===== src/rtl/ula_seq_param.sv =====
// ula_seq_param: WIDTH-bit registered ALU with a start/done handshake.
// Add, sub, logic ops and divide-by-zero finish in one cycle. Multiply
// (shift-add) and divide (restoring) iterate one bit per cycle for WIDTH cycles.
// Every result and flag is held in a register until the next done pulse.
module ula_seq_param #(
    parameter int WIDTH = 8
) (
    input  logic             clk,
    input  logic             rst_n,
    input  logic             start,
    input  logic [WIDTH-1:0] A,
    input  logic [WIDTH-1:0] B,
    input  logic [2:0]       Op,
    output logic [WIDTH-1:0] S,
    output logic [WIDTH-1:0] Resto,
    output logic             Cout,
    output logic             OV,
    output logic             ERRO,
    output logic             Zero,
    output logic             R_exists,
    output logic             busy,
    output logic             done
);

    localparam int CNT_W = $clog2(WIDTH + 1);

    localparam logic [2:0] OP_SOMA = 3'b000;
    localparam logic [2:0] OP_SUB  = 3'b001;
    localparam logic [2:0] OP_MULT = 3'b010;
    localparam logic [2:0] OP_DIV  = 3'b011;
    localparam logic [2:0] OP_AND  = 3'b100;
    localparam logic [2:0] OP_OR   = 3'b101;
    localparam logic [2:0] OP_XOR  = 3'b110;
    localparam logic [2:0] OP_NOT  = 3'b111;

    typedef enum logic [1:0] {
        ST_IDLE = 2'd0,
        ST_CALC = 2'd1,
        ST_DONE = 2'd2
    } state_t;

    state_t state_reg, state_next;

    // Iteration registers. {hi_reg, lo_reg} is the shared shift register:
    // multiply keeps partial product in hi and the multiplier in lo;
    // divide keeps the partial remainder in hi and dividend/quotient in lo.
    logic [CNT_W-1:0] cnt_reg;
    logic             is_mul_reg;
    logic [WIDTH-1:0] opnd_reg;     // multiplicand (mult) or divisor (div)
    logic [WIDTH-1:0] hi_reg;
    logic [WIDTH-1:0] lo_reg;

    // Result registers.
    logic [WIDTH-1:0] s_reg;
    logic [WIDTH-1:0] resto_reg;
    logic             cout_reg;
    logic             ov_reg;
    logic             erro_reg;
    logic             zero_reg;
    logic             rex_reg;

    // Control and result selection.
    logic             load_calc;
    logic             write_res;
    logic [WIDTH-1:0] res_s;
    logic [WIDTH-1:0] res_r;
    logic             res_cout;
    logic             res_ov;
    logic             res_err;

    // Single-cycle datapath.
    logic [WIDTH:0]   soma_sum;
    logic [WIDTH-1:0] sub_diff;
    logic [WIDTH-1:0] and_v, or_v, xor_v, not_v;

    // Iterative datapath.
    logic [WIDTH:0]   mul_sum;
    logic [WIDTH:0]   div_shift;
    logic [WIDTH-1:0] div_diff;
    logic             div_ge;
    logic [WIDTH-1:0] hi_iter;
    logic [WIDTH-1:0] lo_iter;

    // Bitwise logic unit, one cell per bit.
    genvar gi;
    generate
        for (gi = 0; gi < WIDTH; gi++) begin : g_bit
            assign and_v[gi] = A[gi] & B[gi];
            assign or_v[gi]  = A[gi] | B[gi];
            assign xor_v[gi] = A[gi] ^ B[gi];
            assign not_v[gi] = ~A[gi];
        end
    endgenerate

    assign soma_sum = {1'b0, A} + {1'b0, B};
    assign sub_diff = A - B;

    // One multiply or divide step on the shared shift register.
    always_comb begin
        mul_sum   = {1'b0, hi_reg} + (lo_reg[0] ? {1'b0, opnd_reg} : {(WIDTH+1){1'b0}});
        div_shift = {hi_reg, lo_reg[WIDTH-1]};
        div_ge    = (div_shift >= {1'b0, opnd_reg});
        // When div_ge holds the true difference is below the divisor, so the
        // low WIDTH bits of the subtraction are exact.
        div_diff  = div_shift[WIDTH-1:0] - opnd_reg;
        if (is_mul_reg) begin
            hi_iter = mul_sum[WIDTH:1];
            lo_iter = {mul_sum[0], lo_reg[WIDTH-1:1]};
        end else begin
            hi_iter = div_ge ? div_diff : div_shift[WIDTH-1:0];
            lo_iter = {lo_reg[WIDTH-2:0], div_ge};
        end
    end

    // Next-state logic and selection of the value written on done.
    always_comb begin
        state_next = state_reg;
        load_calc  = 1'b0;
        write_res  = 1'b0;
        res_s      = '0;
        res_r      = '0;
        res_cout   = 1'b0;
        res_ov     = 1'b0;
        res_err    = 1'b0;
        case (state_reg)
            ST_IDLE: begin
                if (start) begin
                    if (Op == OP_MULT || (Op == OP_DIV && B != '0)) begin
                        state_next = ST_CALC;
                        load_calc  = 1'b1;
                    end else begin
                        state_next = ST_DONE;
                        write_res  = 1'b1;
                        case (Op)
                            OP_SOMA: begin
                                res_s    = soma_sum[WIDTH-1:0];
                                res_cout = soma_sum[WIDTH];
                                res_ov   = (A[WIDTH-1] == B[WIDTH-1]) &&
                                           (soma_sum[WIDTH-1] != A[WIDTH-1]);
                            end
                            OP_SUB: begin
                                if (A < B) res_err = 1'b1;
                                else       res_s   = sub_diff;
                            end
                            OP_DIV:  res_err = 1'b1;   // only reached with B == 0
                            OP_AND:  res_s   = and_v;
                            OP_OR:   res_s   = or_v;
                            OP_XOR:  res_s   = xor_v;
                            OP_NOT:  res_s   = not_v;
                            default: res_s   = '0;
                        endcase
                    end
                end
            end
            ST_CALC: begin
                if (cnt_reg == CNT_W'(1)) begin
                    state_next = ST_DONE;
                    write_res  = 1'b1;
                    res_s      = lo_iter;
                    if (is_mul_reg) res_ov = |hi_iter;
                    else            res_r  = hi_iter;
                end
            end
            ST_DONE: state_next = ST_IDLE;
            default: state_next = ST_IDLE;
        endcase
    end

    // State register.
    always_ff @(posedge clk or negedge rst_n) begin
        if (!rst_n) state_reg <= ST_IDLE;
        else        state_reg <= state_next;
    end

    // Operand latch and iteration registers for multiply/divide.
    always_ff @(posedge clk or negedge rst_n) begin
        if (!rst_n) begin
            cnt_reg    <= '0;
            is_mul_reg <= 1'b0;
            opnd_reg   <= '0;
            hi_reg     <= '0;
            lo_reg     <= '0;
        end else if (load_calc) begin
            cnt_reg    <= CNT_W'(WIDTH);
            is_mul_reg <= (Op == OP_MULT);
            opnd_reg   <= (Op == OP_MULT) ? A : B;
            hi_reg     <= '0;
            lo_reg     <= (Op == OP_MULT) ? B : A;
        end else if (state_reg == ST_CALC) begin
            cnt_reg <= cnt_reg - CNT_W'(1);
            hi_reg  <= hi_iter;
            lo_reg  <= lo_iter;
        end
    end

    // Result and flag registers; they change only when a result is written.
    always_ff @(posedge clk or negedge rst_n) begin
        if (!rst_n) begin
            s_reg     <= '0;
            resto_reg <= '0;
            cout_reg  <= 1'b0;
            ov_reg    <= 1'b0;
            erro_reg  <= 1'b0;
            zero_reg  <= 1'b0;
            rex_reg   <= 1'b0;
        end else if (write_res) begin
            s_reg     <= res_s;
            resto_reg <= res_r;
            cout_reg  <= res_cout;
            ov_reg    <= res_ov;
            erro_reg  <= res_err;
            zero_reg  <= (res_s == '0) && !res_err;
            rex_reg   <= (res_r != '0);
        end
    end

    assign S        = s_reg;
    assign Resto    = resto_reg;
    assign Cout     = cout_reg;
    assign OV       = ov_reg;
    assign ERRO     = erro_reg;
    assign Zero     = zero_reg;
    assign R_exists = rex_reg;
    assign busy     = (state_reg == ST_CALC);
    assign done     = (state_reg == ST_DONE);

endmodule


===== config.mk =====
export PLATFORM = sky130hd
export DESIGN_NAME = ula_seq_param
export DESIGN_NICKNAME = d
export VERILOG_FILES = /design/src/rtl/ula_seq_param.sv
export SDC_FILE = /design/constraint.sdc
export NUM_CORES = 1
export LEC_CHECK = 0
export ABC_CLOCK_PERIOD_IN_PS = 2610
export CAP_MARGIN = 5
export CORE_MARGIN = 4
export CORE_UTILIZATION = 40
export CTS_CLUSTER_DIAMETER = 50
export CTS_CLUSTER_SIZE = 24
export DETAILED_ROUTE_END_ITERATION = 8
export PLACE_DENSITY = 0.64
export SYNTH_ARGS = -nofsm -noshare
export SYNTH_HDL_FRONTEND = slang
export SYNTH_SLANG_ARGS = --single-unit

===== constraint.sdc =====
create_clock -name clk -period 2.61 [get_ports clk]
set_input_delay 0.522 -clock clk [delete_from_list [all_inputs] [get_ports clk]]
set_output_delay 0.522 -clock clk [all_outputs]
set_load 0.01 [all_outputs]

==> reports/qor.yml, run 1 <==
finish:
  area_growth_pct: 52.5
  fin_util_pct: 63.4
  antenna_cells: 0
  fillCellCount: 974
  nets: 850
  drive_above_1_share_pct: 37.6
timing:
  finalCritPeriodShare_pct: 98.1
  fmax_mhz: 391
  timing.final.hold_violations: 0
  setup_viol_count_final: 0
  clock-skew-final_ns: 0.0127
  grt_setup_unrepaired: "true"
  timing.final.ws_setup_ns: 0.0493
  maxSlewHeadroom_pct: 54.8
  tightest_slew_ns: 0.678
  period_needed_ns: 2.56
  maxSlewViolCount: 0
grt:
  antenna_found_initial: 0
  grt_pass1_vias: 5272
  grtUsageTotal_pct: 25.2
  grt_pass1_wl_mm: 28.5
  grt_max_degree: 32
  overflow: 0
place:
  gp_congestion: 0.967
  dp_slack_ns: -0.722
  io_buffers: 44
  dp.final_hpwl_mm: 14.0
run_status:
  outcome: "complete, no violations"
detailed_routing:
  wl_met2_mm: 8.05
  wl_per_cell_um: 19.0
  ant_nets: 0
  drt_iter0_markers: 384
  top_layer_used: "met4"
  wl_met3_um: 938
  vias_per_cell: 5.64
  vias: 5215
  drc: 0
  wirelength_mm: 17.6
  firstDrtPassIters: 5
  drt-met1-wl_mm: 8.32
synthesis:
  synth_area_sq_um: 4820
  syn_nets: 649
  synth_area_per_cell_sq_um: 8.32
  synth_edf_count: 0
  ys_top_cells_by_area: "dfrtp_1 27%, ha_1 11%, nor2_1 4.4%, nand2_1 4.3%, a21oi_1 3.8%"
  synth_common_cells: "56 x nor2_1, 55 x nand2_1, 52 x dfrtp_1"
  yosys_warnings: 0
  synth_flop_cell: "dfrtp_1"
  ys_types: 72
  yosysSeqAreaShare_pct: 27.0
  async_flop_share_pct: 100
  synth_top_cell_by_area: "dfrtp_1"
  synth.most_common_cell: "nor2_1"
  postSynthCellCount: 580
  ys_seq_elements: 52
  yosysTopAreaCellShare_pct: 27.0
floorplan:
  die_w_um: 118
  fp.dieH_um: 118
  core_area_sq_um: 11600
  ios: 45
  num_rows: 39
  die-area_sq_um: 13900
  initial_core_util_pct: 41.5
pwr:
  leakage_nw: 3.39
  p_per_area_nw_per_um2: 944
  vdd_drop_max_v: 0.000375
clock_tree:
  cts_num_sinks: 52
  cts_tree: "yes"
  cts.clk_slew.worst_paths_ns: 0.08
  cts_max_level: 2
  cts_buffers: 5
  worstSkewPairLatency_ns: 0.30
  cts_root_buf: "clkbuf_16"
  clockBufferDepth: 2
hold_path:
  min_path_type: "in -> async"
setup_path:
  crit_slowest_cell: "a221oi_4"
  slowest_delay_ns: 0.34
  cp.arrival_ns: 2.80
  cp_max_fo: 2
  startpoint_type: "input pin"
  critical_path_class: "in -> reg"
  cp.required_ns: 2.85
  end_kind: "register"
  cpMostUsedCell: "buf_4"
  crit_path_cell_trace: "dlygate4sd2_1 -> inv_1 -> buf_4 -> ha_1 -> nor2b_1 -> o21bai_2 -> buf_4 -> a211oi_4 -> a221oi_4 -> nand4bb_1 -> nor4_2 -> a32o_2"
job:
  drv_cap: 0
==> where the power goes <==
part	leakage, nW	switching [mW]	internal [mW]
sequential	0.656	0.272	1.13
combinational	2.64	2.50	2.26
clock	0.0871	0.308	0.481
==> per-layer routing <==
metal  global-route usage, %  vias to the layer above
met2                    40.6                      174
met3                    2.69                       20
met5                       0                        -
met4                    4.76                        0
met1                    36.8                     2519
li1                        -                     2502
==> worst paths after layout <==
path | startpoint | endpoint | slack (ns) | depth (start not counted)
min in group clk | S[4] | S[4] | 0.48 | 2
min reg2reg | S[4] | S[4] | 0.48 | 2
max reg2reg | lo_reg[0] | OV | 0.11 | 11
min | rst_n | Resto[5] | 0.26 | 1
max | B[6] | Zero | 0.05 | 12
max in group asynchronous | rst_n | opnd_reg[2] | 1.71 | 2
==> cell type report <==
class / instances / area [sq um] / area share (%)
multi-input combinational: 456 / 3730 / 50.7
inverter: 46 / 173 / 2.35
clock buffer: 6 / 139 / 1.89
sequential: 52 / 1310 / 17.7
tap: 143 / 179 / 2.43
clock inverter: 2 / 38.8 / 0.527
timing repair buffer: 220 / 1800 / 24.4
==> through the flow <==
step | TNS, ns | hold WS [ns] | cells | power, mW | instance area, sq um
6_report | 0 | 0.262 | 925 | 6.95 | 7360
3_3_place_gp | -4.76 | 0.459 | 903 | 5.50 | 6580
4_1_cts | 0 | 0.286 | 920 | 6.52 | 7050
2_1_floorplan | 0 | 0.226 | 580 | 3.74 | 4820
3_5_place_dp | -5.15 | 0.464 | 903 | 5.58 | 6580
5_1_grt | -0.0672 | 0.325 | 925 | 7.43 | 7360
==> placed cells by master (no fill, tap or decap), types with 7 or more instances in the layout <==
cell type,instances
inv_2,17
ha_1,26
dlygate4sd2_1,9
and2_1,10
a21oi_1,31
nor2_1,54
xnor2_1,8
clkdlybuf4s50_1,26
a211oi_1,8
mux2_2,10
a21o_1,9
o211ai_1,7
mux2i_1,7
nand2_1,55
o21ai_0,30
inv_1,29
dfrtp_1,49
nand3_1,16
a31oi_1,8
nor2b_1,8
ha_4,13
buf_4,171
nand2b_1,9
==> cells by family after synthesis <==
logic type,after synthesis,share of synthesized area (%)
muxes,21,5.65
buffers and inverters,72,5.91
AOI/OAI and AO/OA,174,25.6
xor gates and xnor gates,15,2.72
DFF,52,27.0
adders and majority gates,47,12.8
and+or+nand+nor,199,20.3
==> critical path, delay by kind of cell <==
kind                       cells  cell delay (ns)
AOI/OAI and AO/OA              4             0.83
adders and majority gates      1             0.20
buffers and inverters          4             0.66
and+or+nand+nor                3             0.59
==> timing repair <==
item | CTS | global route
buffers inserted | 10 | 5
resized for setup | 72 | 57
hold buffers | 0 | 0
setup endpoints to repair | 9 | 10
endpoints found under the hold margin | 0 | 0
pin swaps | 25 | 22
Power figures use the tool's default switching activity.
==> run 2, diff against run 1 <==
--- a/config.mk
+++ b/config.mk
@@ -10,9 +10,10 @@
 export CORE_MARGIN = 4
 export CORE_UTILIZATION = 40
 export CTS_CLUSTER_DIAMETER = 50
-export CTS_CLUSTER_SIZE = 24
+export CTS_CLUSTER_SIZE = 10
 export DETAILED_ROUTE_END_ITERATION = 8
-export PLACE_DENSITY = 0.64
+export PLACE_DENSITY = 0.68
+export SKIP_CTS_REPAIR_TIMING = 1
 export SYNTH_ARGS = -nofsm -noshare
 export SYNTH_HDL_FRONTEND = slang
 export SYNTH_SLANG_ARGS = --single-unit
==> reports/qor.yml, run 2 (same netlist as run 1, synthesis figures left out) <==
run_status:
  outcome: "complete, no violations"
clock_tree:
  cts_max_level: 2
  cts_root_buf: "clkbuf_16"
  cts_tree: "yes"
  cts_num_sinks: 52
  cts_buffers: 5
  cts.clk_slew.worst_paths_ns: 0.07
  worstSkewPairLatency_ns: 0.30
  clockBufferDepth: 2
job:
  drv_cap: 0
finish:
  layout_common_cells: "168 x buf_4, 54 x nor2_1, 53 x nand2_1"
  final_common_cell: "buf_4"
  nets: 846
  antenna_cells: 0
  area_growth_pct: 50.4
  drive_above_1_share_pct: 37.4
setup_path:
  crit_slowest_cell: "clkdlybuf4s50_1"
  r2r-start: "lo_reg[0]"
  crit_family: "compound AO/OA/AOI/OAI gates"
  worstReg2RegEnd: "OV"
  cp.arrival_ns: 2.78
  slowest_delay_ns: 0.52
  worst-path-buf-inv: 2
  reg2regPathDepth: 13
  end_kind: "register"
  cp_max_fo: 3
  rrSetupSlack_ns: 0.06
  cp.required_ns: 2.80
  critical_path_class: "in -> reg"
  critPathLaunch: "Op[1]"
  cp.depth: 9
  crit_path_cell_trace: "clkdlybuf4s50_1 -> buf_4 -> or3_4 -> o21bai_2 -> a211oi_1 -> a221oi_2 -> nand4bb_1 -> nor4_2 -> a32o_2"
  startpoint_type: "input pin"
  endpoint: "Zero"
grt:
  grt_max_degree: 23
  overflow: 0
  antenna_found_initial: 0
  grt_pass1_wl_mm: 27.8
  grtUsageTotal_pct: 24.8
  grt_pass1_vias: 5295
timing:
  timing.final.hold_violations: 0
  tightest_slew_ns: 0.481
  tns_ns: 0
  clock-skew-final_ns: 0.00511
  fmax_mhz: 387
  maxSlewViolCount: 0
  setup_viol_count_final: 0
  finalCritPeriodShare_pct: 99.0
  maxSlewHeadroom_pct: 67.9
  grt_setup_unrepaired: "true"
  period_needed_ns: 2.58
detailed_routing:
  vias: 5198
  wirelength_mm: 17.7
  vias_per_cell: 5.64
  drc: 0
  wl_per_cell_um: 19.3
  firstDrtPassIters: 5
  ant_nets: 0
  drt_iter0_markers: 428
hold_path:
  min_path_type: "in -> async"
place:
  io_buffers: 44
  dp.final_hpwl_mm: 14.4
  gp_congestion: 0.975
pwr:
  vdd_drop_max_v: 0.000431
  power_mw: 7.12
  p_per_area_nw_per_um2: 981
  leakage_nw: 3.40
floorplan:
  die-area_sq_um: 13900
  ios: 45
  core_area_sq_um: 11600
  die_w_um: 118
  num_rows: 39
  fp.dieH_um: 118
  initial_core_util_pct: 41.5
==> run 2: cell types whose count changed in the layout (fill, tap and decap cells not counted), sizes merged, moves of 2 or more <==
cell           change
clkdlybuf4s15      -2
dlygate4sd2        -9
dlymetal6s2s       +8
buf                -4
==> run 2: per-layer routing <==
metal | wire [um] | track usage (%) | up-vias
li1 | - | - | 2502
met1 | 7870 | 34.2 | 2492
met2 | 8240 | 40.0 | 165
met3 | 1010 | 3.70 | 39
met4 | 626 | 8.21 | 0
met5 | 0 | 0 | -
==> run 2: worst min-delay path by stage <==
stage	endpoint	slack (ns)	cells past startpoint
6_report	Resto[4]	0.17	1
5_1_grt	R_exists	0.20	1
4_1_cts	Resto[4]	0.19	1
3_5_place_dp	S[7]	0.46	2
3_3_place_gp	S[5]	0.46	2
2_1_floorplan	Cout	0.23	0
==> run 2: worst reg2reg max path, delay by kind of cell (launching register included) <==
family / cells / cell delay [ns]
adder cells (fa/ha/maj): 2 / 0.43
buffers and inverters: 3 / 0.39
AND/OR/NAND/NOR: 4 / 0.68
AO/OA/AOI/OAI: 4 / 0.53
flip-flops: 1 / 0.40
==> run 2: where the power goes <==
group / total [mW] / leakage [nW] / internal, mW / switching, mW
Clock: 0.685 / 0.0702 / 0.358 / 0.327
Combinational: 5.06 / 2.67 / 2.47 / 2.59
Sequential: 1.37 / 0.657 / 1.13 / 0.247
==> run 2: layout make-up <==
| type | instances | area (sq um) |
|---|---|---|
| clock inverters | 3 | 21.3 |
| well taps | 143 | 179 |
| repair buffers | 216 | 1780 |
| flip-flops and latches | 52 | 1300 |
| fillers | 1022 | 4360 |
| clock buffers | 5 | 125 |
| multi-input cells | 456 | 3670 |
| inverters | 46 | 175 |
==> run 2: stage by stage <==
| step | setup WS, ns | hold WS [ns] | util [%] | cell area (sq um) | std cells |
|---|---|---|---|---|---|
| floorplan | 0.00786 | 0.226 | - | 4820 | 580 |
| global placement | -0.657 | 0.457 | 56.9 | 6610 | 908 |
| detailed placement | -0.714 | 0.458 | 56.9 | 6610 | 908 |
| CTS | -0.422 | 0.185 | 58.2 | 6750 | 916 |
| global route | -0.0748 | 0.205 | 62.5 | 7250 | 921 |
| finish | 0.0262 | 0.172 | 62.5 | 7250 | 921 |
